### src/rtl/calc_pkg.sv
// Shared types and constants for the calculator sequencer.
// Latency: n/a (types and a combinational helper only).
// Backpressure: n/a.
//
// Contents: arithmetic_t op encoding, seq_state_t FSM states, LED patterns,
// and pick_op(), which resolves simultaneous op-key presses (lowest index wins).
package calc_pkg;

    typedef enum logic [1:0] {
        PLUS           = 2'd0,
        SUBSTRACTION   = 2'd1,
        MULTIPLICATION = 2'd2,
        DEVISION       = 2'd3
    } arithmetic_t;

    typedef enum logic [1:0] {
        ENTRY  = 2'd0,
        LAUNCH = 2'd1,
        WAIT   = 2'd2,
        RESULT = 2'd3
    } seq_state_t;

    // Status LEDs are active-low.
    localparam logic [2:0] LED_IDLE = 3'b110;
    localparam logic [2:0] LED_A    = 3'b101;
    localparam logic [2:0] LED_B    = 3'b011;

    // press[0]=PLUS ... press[3]=DEVISION; lowest set bit wins.
    function automatic arithmetic_t pick_op(input logic [3:0] press);
        if (press[0]) return PLUS;
        if (press[1]) return SUBSTRACTION;
        if (press[2]) return MULTIPLICATION;
        return DEVISION;
    endfunction

endpackage

### src/rtl/calc_button_debouncer.sv
// Synchroniser + optional debouncer + press-edge detector for one active-low key.
// Latency: 2 sync + DEBOUNCE_CYCLES + 1 cycles to press (3 cycles when debounce is compiled out).
// Backpressure: none; press is a one-cycle pulse and is lost if the consumer ignores it.
//
// Ports: clk, rst (sync, active-high), pin (raw active-low key),
//        level (conditioned key level, high = released), press (one-cycle pulse on high->low).
// Macro CALC_SEQ_DEBOUNCE_EN: when defined the synced level must be stable for
// DEBOUNCE_CYCLES cycles before it is accepted; otherwise the synced level is used directly.
module calc_button_debouncer
    import calc_pkg::*;
#(
    parameter int DEBOUNCE_CYCLES = 5000
) (
    input  logic clk,
    input  logic rst,
    input  logic pin,
    output logic level,
    output logic press
);

    localparam int CNT_W = (DEBOUNCE_CYCLES > 1) ? $clog2(DEBOUNCE_CYCLES) : 1;

    logic sync_1;
    logic sync_2;
    logic lvl;
    logic lvl_q;

    // Reset to "released" so a key held through reset is seen as a fresh press.
    always_ff @(posedge clk) begin
        if (rst) begin
            sync_1 <= 1'b1;
            sync_2 <= 1'b1;
        end else begin
            sync_1 <= pin;
            sync_2 <= sync_1;
        end
    end

`ifdef CALC_SEQ_DEBOUNCE_EN
    logic [CNT_W-1:0] cnt;
    logic             db;

    // Count consecutive cycles the synced level disagrees with the accepted
    // level; any return to agreement restarts the count.
    always_ff @(posedge clk) begin
        if (rst) begin
            cnt <= '0;
            db  <= 1'b1;
        end else if (sync_2 != db) begin
            if (cnt == CNT_W'(DEBOUNCE_CYCLES - 1)) begin
                db  <= sync_2;
                cnt <= '0;
            end else begin
                cnt <= cnt + 1'b1;
            end
        end else begin
            cnt <= '0;
        end
    end

    assign lvl = db;
`else
    logic [CNT_W-1:0] cnt_unused;
    assign cnt_unused = '0;
    assign lvl        = sync_2;
`endif

    always_ff @(posedge clk) begin
        if (rst) begin
            lvl_q <= 1'b1;
            press <= 1'b0;
        end else begin
            lvl_q <= lvl;
            press <= lvl_q & ~lvl;
        end
    end

    assign level = lvl_q;

endmodule

### src/rtl/calc_sequencer.sv
// Calculator control FSM: latches operands, launches one ALU op, selects the display.
// Latency: key press acts 1 cycle after its pulse; alu_start the cycle after an op press.
// Backpressure: none; presses outside ENTRY are discarded, alu_done accepted only in WAIT.
//
// Ports: clk, rst (sync, active-high); in_number/key/arif active-low front panel;
//        alu_op/alu_a/alu_b/alu_start -> arithmetic unit, alu_done/alu_result/alu_err <- it;
//        disp_value/disp_point/disp_error -> 7-seg driver; led active-low status.
// Macro CALC_SEQ_DEBOUNCE_EN enables key debouncing (see calc_button_debouncer).
module calc_sequencer
    import calc_pkg::*;
#(
    parameter int IN_WIDTH        = 4,
    parameter int RES_WIDTH       = 12,
    parameter int DEBOUNCE_CYCLES = 5000
) (
    input  logic                        clk,
    input  logic                        rst,
    input  logic [IN_WIDTH-1:0]         in_number,
    input  logic [1:0]                  key,
    input  logic [3:0]                  arif,
    output logic [1:0]                  alu_op,
    output logic [IN_WIDTH-1:0]         alu_a,
    output logic [IN_WIDTH-1:0]         alu_b,
    output logic                        alu_start,
    input  logic                        alu_done,
    input  logic signed [RES_WIDTH-1:0] alu_result,
    input  logic                        alu_err,
    output logic signed [RES_WIDTH-1:0] disp_value,
    output logic                        disp_point,
    output logic                        disp_error,
    output logic [2:0]                  led
);

    seq_state_t state;

    logic [IN_WIDTH-1:0]  num_s1;
    logic [IN_WIDTH-1:0]  num_s2;
    logic [IN_WIDTH-1:0]  operand;
    logic [RES_WIDTH-1:0] operand_ext;

    logic [5:0] pins;
    logic [5:0] btn_level;
    logic [5:0] btn_press;
    logic [1:0] key_press;
    logic [3:0] arif_press;
    logic       arif_released;
    logic [1:0] key_level_unused;

    // Operand switches are level inputs: synchronised only, not debounced.
    always_ff @(posedge clk) begin
        if (rst) begin
            num_s1 <= '1;
            num_s2 <= '1;
        end else begin
            num_s1 <= in_number;
            num_s2 <= num_s1;
        end
    end

    assign operand     = ~num_s2;
    assign operand_ext = {{(RES_WIDTH-IN_WIDTH){1'b0}}, operand};

    assign pins = {arif, key};

    for (genvar i = 0; i < 6; i++) begin : g_btn
        calc_button_debouncer #(
            .DEBOUNCE_CYCLES(DEBOUNCE_CYCLES)
        ) u_btn (
            .clk  (clk),
            .rst  (rst),
            .pin  (pins[i]),
            .level(btn_level[i]),
            .press(btn_press[i])
        );
    end

    assign key_press        = btn_press[1:0];
    assign arif_press       = btn_press[5:2];
    assign arif_released    = &btn_level[5:2];
    assign key_level_unused = btn_level[1:0];

    // disp_value doubles as the result register: it holds alu_result from
    // the WAIT->RESULT transition until the op keys are released.
    always_ff @(posedge clk) begin
        if (rst) begin
            state      <= ENTRY;
            alu_a      <= '0;
            alu_b      <= '0;
            alu_op     <= PLUS;
            alu_start  <= 1'b0;
            disp_value <= '0;
            disp_point <= 1'b0;
            disp_error <= 1'b0;
            led        <= LED_IDLE;
        end else begin
            alu_start <= 1'b0;
            case (state)
                ENTRY: begin
                    disp_value <= operand_ext;
                    if (|arif_press) begin
                        // An op press takes priority; key presses in the same cycle are dropped.
                        alu_op    <= pick_op(arif_press);
                        alu_start <= 1'b1;
                        state     <= LAUNCH;
                    end else if (key_press[0]) begin
                        alu_a <= operand;
                        led   <= LED_A;
                    end else if (key_press[1]) begin
                        alu_b <= operand;
                        led   <= LED_B;
                    end
                end
                LAUNCH: begin
                    // alu_done here would precede the start being seen: ignore it.
                    state <= WAIT;
                end
                WAIT: begin
                    if (alu_done) begin
                        disp_value <= alu_result;
                        disp_error <= alu_err;
                        disp_point <= (alu_op == DEVISION) && !alu_err;
                        led        <= LED_IDLE;
                        state      <= RESULT;
                    end
                end
                RESULT: begin
                    if (arif_released) begin
                        disp_point <= 1'b0;
                        disp_error <= 1'b0;
                        disp_value <= operand_ext;
                        state      <= ENTRY;
                    end
                end
                default: state <= ENTRY;
            endcase
        end
    end

endmodule

### config.mk
export PLATFORM = sky130hd
export DESIGN_NAME = calc_sequencer
export DESIGN_NICKNAME = d
export VERILOG_FILES = /design/src/rtl/calc_pkg.sv /design/src/rtl/calc_button_debouncer.sv /design/src/rtl/calc_sequencer.sv
export SDC_FILE = /design/constraint.sdc
export NUM_CORES = 1
export LEC_CHECK = 0
export BUFFER_PORTS_ARGS = -buffer_cell sky130_fd_sc_hd__buf_2
export CAP_MARGIN = 15
export CORE_UTILIZATION = 23
export CTS_BUF_LIST = sky130_fd_sc_hd__clkbuf_4 sky130_fd_sc_hd__clkbuf_8
export DETAILED_ROUTE_END_ITERATION = 16
export PLACE_DENSITY_LB_ADDON = 0.2
export SYNTH_ARGS = -nofsm -noshare
export SYNTH_HDL_FRONTEND = slang
export SYNTH_SLANG_ARGS = --single-unit
### constraint.sdc
create_clock -name clk -period 2.1 [get_ports clk]
set_clock_uncertainty 0.05 [all_clocks]
set_input_delay 0.42 -clock clk [delete_from_list [all_inputs] [get_ports clk]]
set_output_delay 0.42 -clock clk [all_outputs]
set_load 0.01 [all_outputs]
Yosys cells after proc, flatten, opt, wreduce, memory -nomap -nowiden
Cells that the tools add are included.
- add/subtract/negate cells: 0
- multiply operators: 0
- div/mod/pow operators: 0
- magnitude comparators: 0
- eq/ne operators: 9
- shift operators: 0
- muxes and demuxes: 39
- bitwise gates (word level): 16
- reduce and logical (&&, ||, !) cells: 16
- operators with widths (kind ; count):
    case mux 12 bit (3 select lines) ; 1
    two-way mux 12 bit ; 2
    two-way mux 1 bit ; 19
    two-way mux 2 bit ; 9
    two-way mux 3 bit ; 4
    AND reduction 3 bit ; 4
    AND reduction 4 bit ; 3
    NOT 1 bit ; 9
    != test 2 bit, second input constant ; 4
    case mux 2 bit (4 select lines) ; 1
    bitwise AND 1 bit ; 6
    == test 2 bit, second input constant ; 3
    case mux 3 bit (2 select lines) ; 1
    NOT 4 bit ; 1
    case mux 1 bit (2 select lines) ; 2
    nonzero test 2 bit ; 2
    OR reduction 4 bit ; 1
    != test 3 x 1 -> 1 bit, second input constant ; 1
    nonzero test 3 bit ; 1
    == test 2 x 1 -> 1 bit, second input constant ; 1
    logical NOT 2 bit ; 1
    AND reduction 2 bit ; 1
    OR reduction 2 bit ; 1
    logical AND 1 bit ; 1
    logical NOT 1 bit ; 1
- register bits after elaboration: 62
- bits in latches: 0
- memory bits (writable): 0
- bits in read-only memories: 0
- word-level logic and storage cells: 115
- memories kept: 0

Logic depth before layout (Yosys ltp)
- word-level depth: 16
- gate-level depth with buffers: 7
- depth with buffers taken out: 6

By module
A second synthesis with hierarchy kept.
- cell total of the unflattened synthesis: 219
- area, all modules: 2260.9 µm²
- modules (own cells, without submodules) (module ; times used ; cells each ; area each (µm²) ; seq. area each (µm²)):
    calc_sequencer ; 1 ; 171 ; 1622.8 ; 760.7
    calc_button_debouncer ; 6 ; 8 ; 106.4 ; 80.1

Worst setup path before layout
Ideal clock, no wire load.
- kind: register to register
- start: register state[0]
- end: register disp_value[3]
- library setup time: 0.130 ns
- data arrival time: 1.663 ns
- data required time: 1.920 ns
- slack: 0.257 ns
- stages on the path, launching flop included: 8
- path buffers: 1
- period minus slack after synthesis: 1.843 ns
- cell sequence: dfxtp_1 inv_1 ha_1 and2b_1 a211o_1 buf_2 a211oi_1 nor3_1
- word-level cells in the longest chain between the ends: 3
- elaborated cells between the ends (all ways): 8
- RTL lines (item ; RTL line ; source):
    start: declaration ; calc_sequencer.sv:34 ; seq_state_t state;
    start signal: assignment ; calc_sequencer.sv:86 ; state <= ENTRY;
    start signal: assignment ; calc_sequencer.sv:104 ; state <= LAUNCH;
    start signal: assignment ; calc_sequencer.sv:115 ; state <= WAIT;
    == test 2 bit or logical NOT 2 bit (tied branches) ; calc_sequencer.sv:97 ; case (state)
    != test 2 bit (no line) or nonzero test 3 bit (tied branches) ; n/a ;
    AND reduction 3 bit (no line) ; n/a ;
    end signal: assignment ; calc_sequencer.sv:99 ; disp_value <= operand_ext;
    end signal: assignment ; calc_sequencer.sv:119 ; disp_value <= alu_result;
    end signal: assignment ; calc_sequencer.sv:130 ; disp_value <= operand_ext;
    end: declaration ; calc_sequencer.sv:28 ; output logic signed [RES_WIDTH-1:0] disp_value,
Parallel ways exist; a longest one is shown, timed or not.
A chain may end at the register's enable or synchronous reset.

Worst setup path in the final report
- start: register state[0]
- end: register disp_value[0]
The elaborated chain is that of the path after synthesis.

==> impl_metrics.env <==
export IMPL_outcome="finished clean"
export IMPL_core_area_um2=9150
export IMPL_setup_worst_path_start_class="flop"
export IMPL_gp_congestion=0.701
export IMPL_drt_iter0_drc=21
export IMPL_wire_per_inst_um=11.0
export IMPL_r2r_start="state[0]$_SDFFE_PP0P_"
export IMPL_finalMaxSlewViolations=0
export IMPL_min_to="g_btn[5].u_btn.sync_1$_SDFF_PP1_"
export IMPL_worstSkewPairLatency_ps=340
export IMPL_post_cts_setup_buffer_count=0
export IMPL_drtPass1Iterations=4
export IMPL_ant_nets=0
export IMPL_fin_crit_sh=0.910
export IMPL_final_cell_mix="62 x dfxtp_1, 53 x buf_2, 35 x nor2_1"
export IMPL_cts_hold_buf=0
export IMPL_hold_ws_ps=211
export IMPL_power_density_nw_per_um2=1250
export IMPL_hp_class="in -> reg"
export IMPL_num_io_pins=54
export IMPL_synth_area_top_cells="dfxtp_1 57%, or2_2 7.5%, nor2_1 6.1%"
export IMPL_antenna_cells=0
export IMPL_root_buffer="clkbuf_8"
export IMPL_worst_pin_slew_ps=594
export IMPL_drc=0
export IMPL_grt_max_degree=40
export IMPL_via_per_inst=4.03
export IMPL_worstSetupPathType="reg -> reg"
export IMPL_grt_antenna_before_repair=0
export IMPL_fin_crit_ps=1910
export IMPL_die_area_um2=9790
export IMPL_worstPathMaxFanout=12
export IMPL_die_height_um=98.9
export IMPL_synth_seq_cells=62
export IMPL_yosysSeqAreaShare=0.574
export IMPL_grtUsageTotal=0.0935
export IMPL_num_rows=35
export IMPL_setup_tns_ps=0
export IMPL_cts_tree="done"
export IMPL_r2r_end="disp_value[0]$_SDFFE_PP0P_"
export IMPL_yosys_warnings=0
export IMPL_final_common_cell="dfxtp_1"
export IMPL_relSlewSlack=0.604
export IMPL_fp_dieW_um=98.9
export IMPL_max_clock_path_buffers=2
export IMPL_reg2regPathDepth=6
export IMPL_nets=307
export IMPL_clock_sinks=62
export IMPL_cts_resized=0
export IMPL_synth_fp_nets=251
export IMPL_min_delay_start="arif[3]"
export IMPL_min_path_cells=2
export IMPL_grt_pass1_wl_um=6870
export IMPL_cap_violations=0
export IMPL_area_delta_synth_final_pct=28.1
export IMPL_overflow=0
export IMPL_drive_above_1_share=0.368
export IMPL_hold_viol=0
export IMPL_clkTransAtPathRegs_ps=70
export IMPL_ir_worst_vdd_mv=0.377
export IMPL_start_util=0.236
export IMPL_portBuffers=53
export IMPL_synth_top_area_share=0.574
export IMPL_p_leak_nw=1.24
export IMPL_max_freq_mhz=524
export IMPL_reg2reg_setup_slack_ps=190
export IMPL_rsz0062_at_grt="no"
export IMPL_synth_cell_area_um2=2160
export IMPL_drt_wl_total_um=4310
export IMPL_cts_max_level=3
export IMPL_num_vias=1575
export IMPL_synth_cell_types=31
export IMPL_synth_cells=219
export IMPL_finalSetupViolCount=0
export IMPL_dp_hpwl_um=3000
export IMPL_cts_made_buffers=9
export IMPL_required_ps=2270
export IMPL_grt_pass1_vias=1397
export IMPL_yosysTopAreaCell="dfxtp_1"
export IMPL_arrival_ps=2080
export IMPL_end_kind="flop"
export IMPL_syn_area_per_cell_um2=9.87
export IMPL_cp_startpoint="state[0]$_SDFFE_PP0P_"
-- cell families after synthesis --
group,share of synthesized area
simple gates,0.221
fa+ha+maj,0.0347
buf+inv,0.0388
compound gates,0.122
flops,0.574
mux,0.00926
-- through the flow --
| step | cell area (µm²) | instances | setup slack (ps) | power (mW) | utilization |
|---|---|---|---|---|---|
| 2_1_floorplan | 2160 | 219 | 257 | 2.05 | - |
| 6_report | 2770 | 391 | 190 | 3.45 | 0.302 |
| 3_5_place_dp | 2540 | 375 | 198 | 2.31 | 0.278 |
| 4_1_cts | 2770 | 391 | 187 | 3.50 | 0.302 |
| 3_3_place_gp | 2540 | 375 | 238 | 2.31 | 0.278 |
| 5_1_grt | 2770 | 391 | 51.7 | 3.66 | 0.302 |
-- where the power goes --
part,internal (mW),leakage [nW],switching (mW)
clock network,0.723,0.117,0.449
logic,0.379,0.618,0.521
registers,1.31,0.508,0.0713
total,2.41,1.24,1.04
-- area by class of cell --
cell class                 count  area [µm²]
inverter                       9        33.8
tap                          111         139
timing repair buffer          57         295
sequential                    62        1240
fill                         963        6380
multi-input combinational    136         836
clock inverter                 4        70.1
clock buffer                  12         153
-- state kept, by name (all words and copies together), names as in the netlist --
name                count
disp_value             12
g_btn.u_btn.level       6
g_btn.u_btn.lvl         6
g_btn.u_btn.press       6
g_btn.u_btn.sync_1      6
alu_a                   4
alu_b                   4
num_s1                  4
num_s2                  4
led                     3
alu_op                  2
state                   2
alu_start               1
disp_error              1
disp_point              1
-- synth_stat cells --
cell,number
nor2b_1,1
mux2i_1,2
nand2_1,8
o21ai_0,1
a2111oi_4,1
o21bai_1,2
buf_2,4
and3b_1,1
clkbuf_1,7
a211oi_2,2
a211o_1,1
dfxtp_1,62
ha_1,6
o41a_1,1
or2_2,26
nand2b_1,2
nand4_1,2
nor4_1,1
and3_1,1
a221oi_1,1
and4b_1,1
o21a_1,1
nor3b_2,1
nor2_1,35
a211oi_1,14
nand3_1,9
a21oi_1,10
nor3_1,5
inv_1,9
buf_1,1
and2b_1,1
-- worst max path at each step --
stage,end,cells after the start
finish,disp_value[0]$_SDFFE_PP0P_,6
global route,disp_value[1]$_SDFFE_PP0P_,6
CTS,disp_value[0]$_SDFFE_PP0P_,6
detailed placement,disp_value[0]$_SDFFE_PP0P_,6
global placement,disp_value[3]$_SDFFE_PP0P_,6
floorplan,disp_value[3]$_SDFFE_PP0P_,7
-- critical path: stages, from the launching register on --
cell and delay, ps:
dfxtp_1 380, inv_1 110, ha_1 220, and2b_1 240, a211o_1 470, a211oi_1 270, nor3_1 70
-- routing by layer --
| layer | wire, µm | track usage |
|---|---|---|
| met1 | 2170 | 0.112 |
| met2 | 1780 | 0.140 |
| met3 | 279 | 0.0454 |
| met4 | 80 | 0.0448 |
| met5 | 0 | 0 |
No activity file was read; power rests on OpenSTA's default activity.
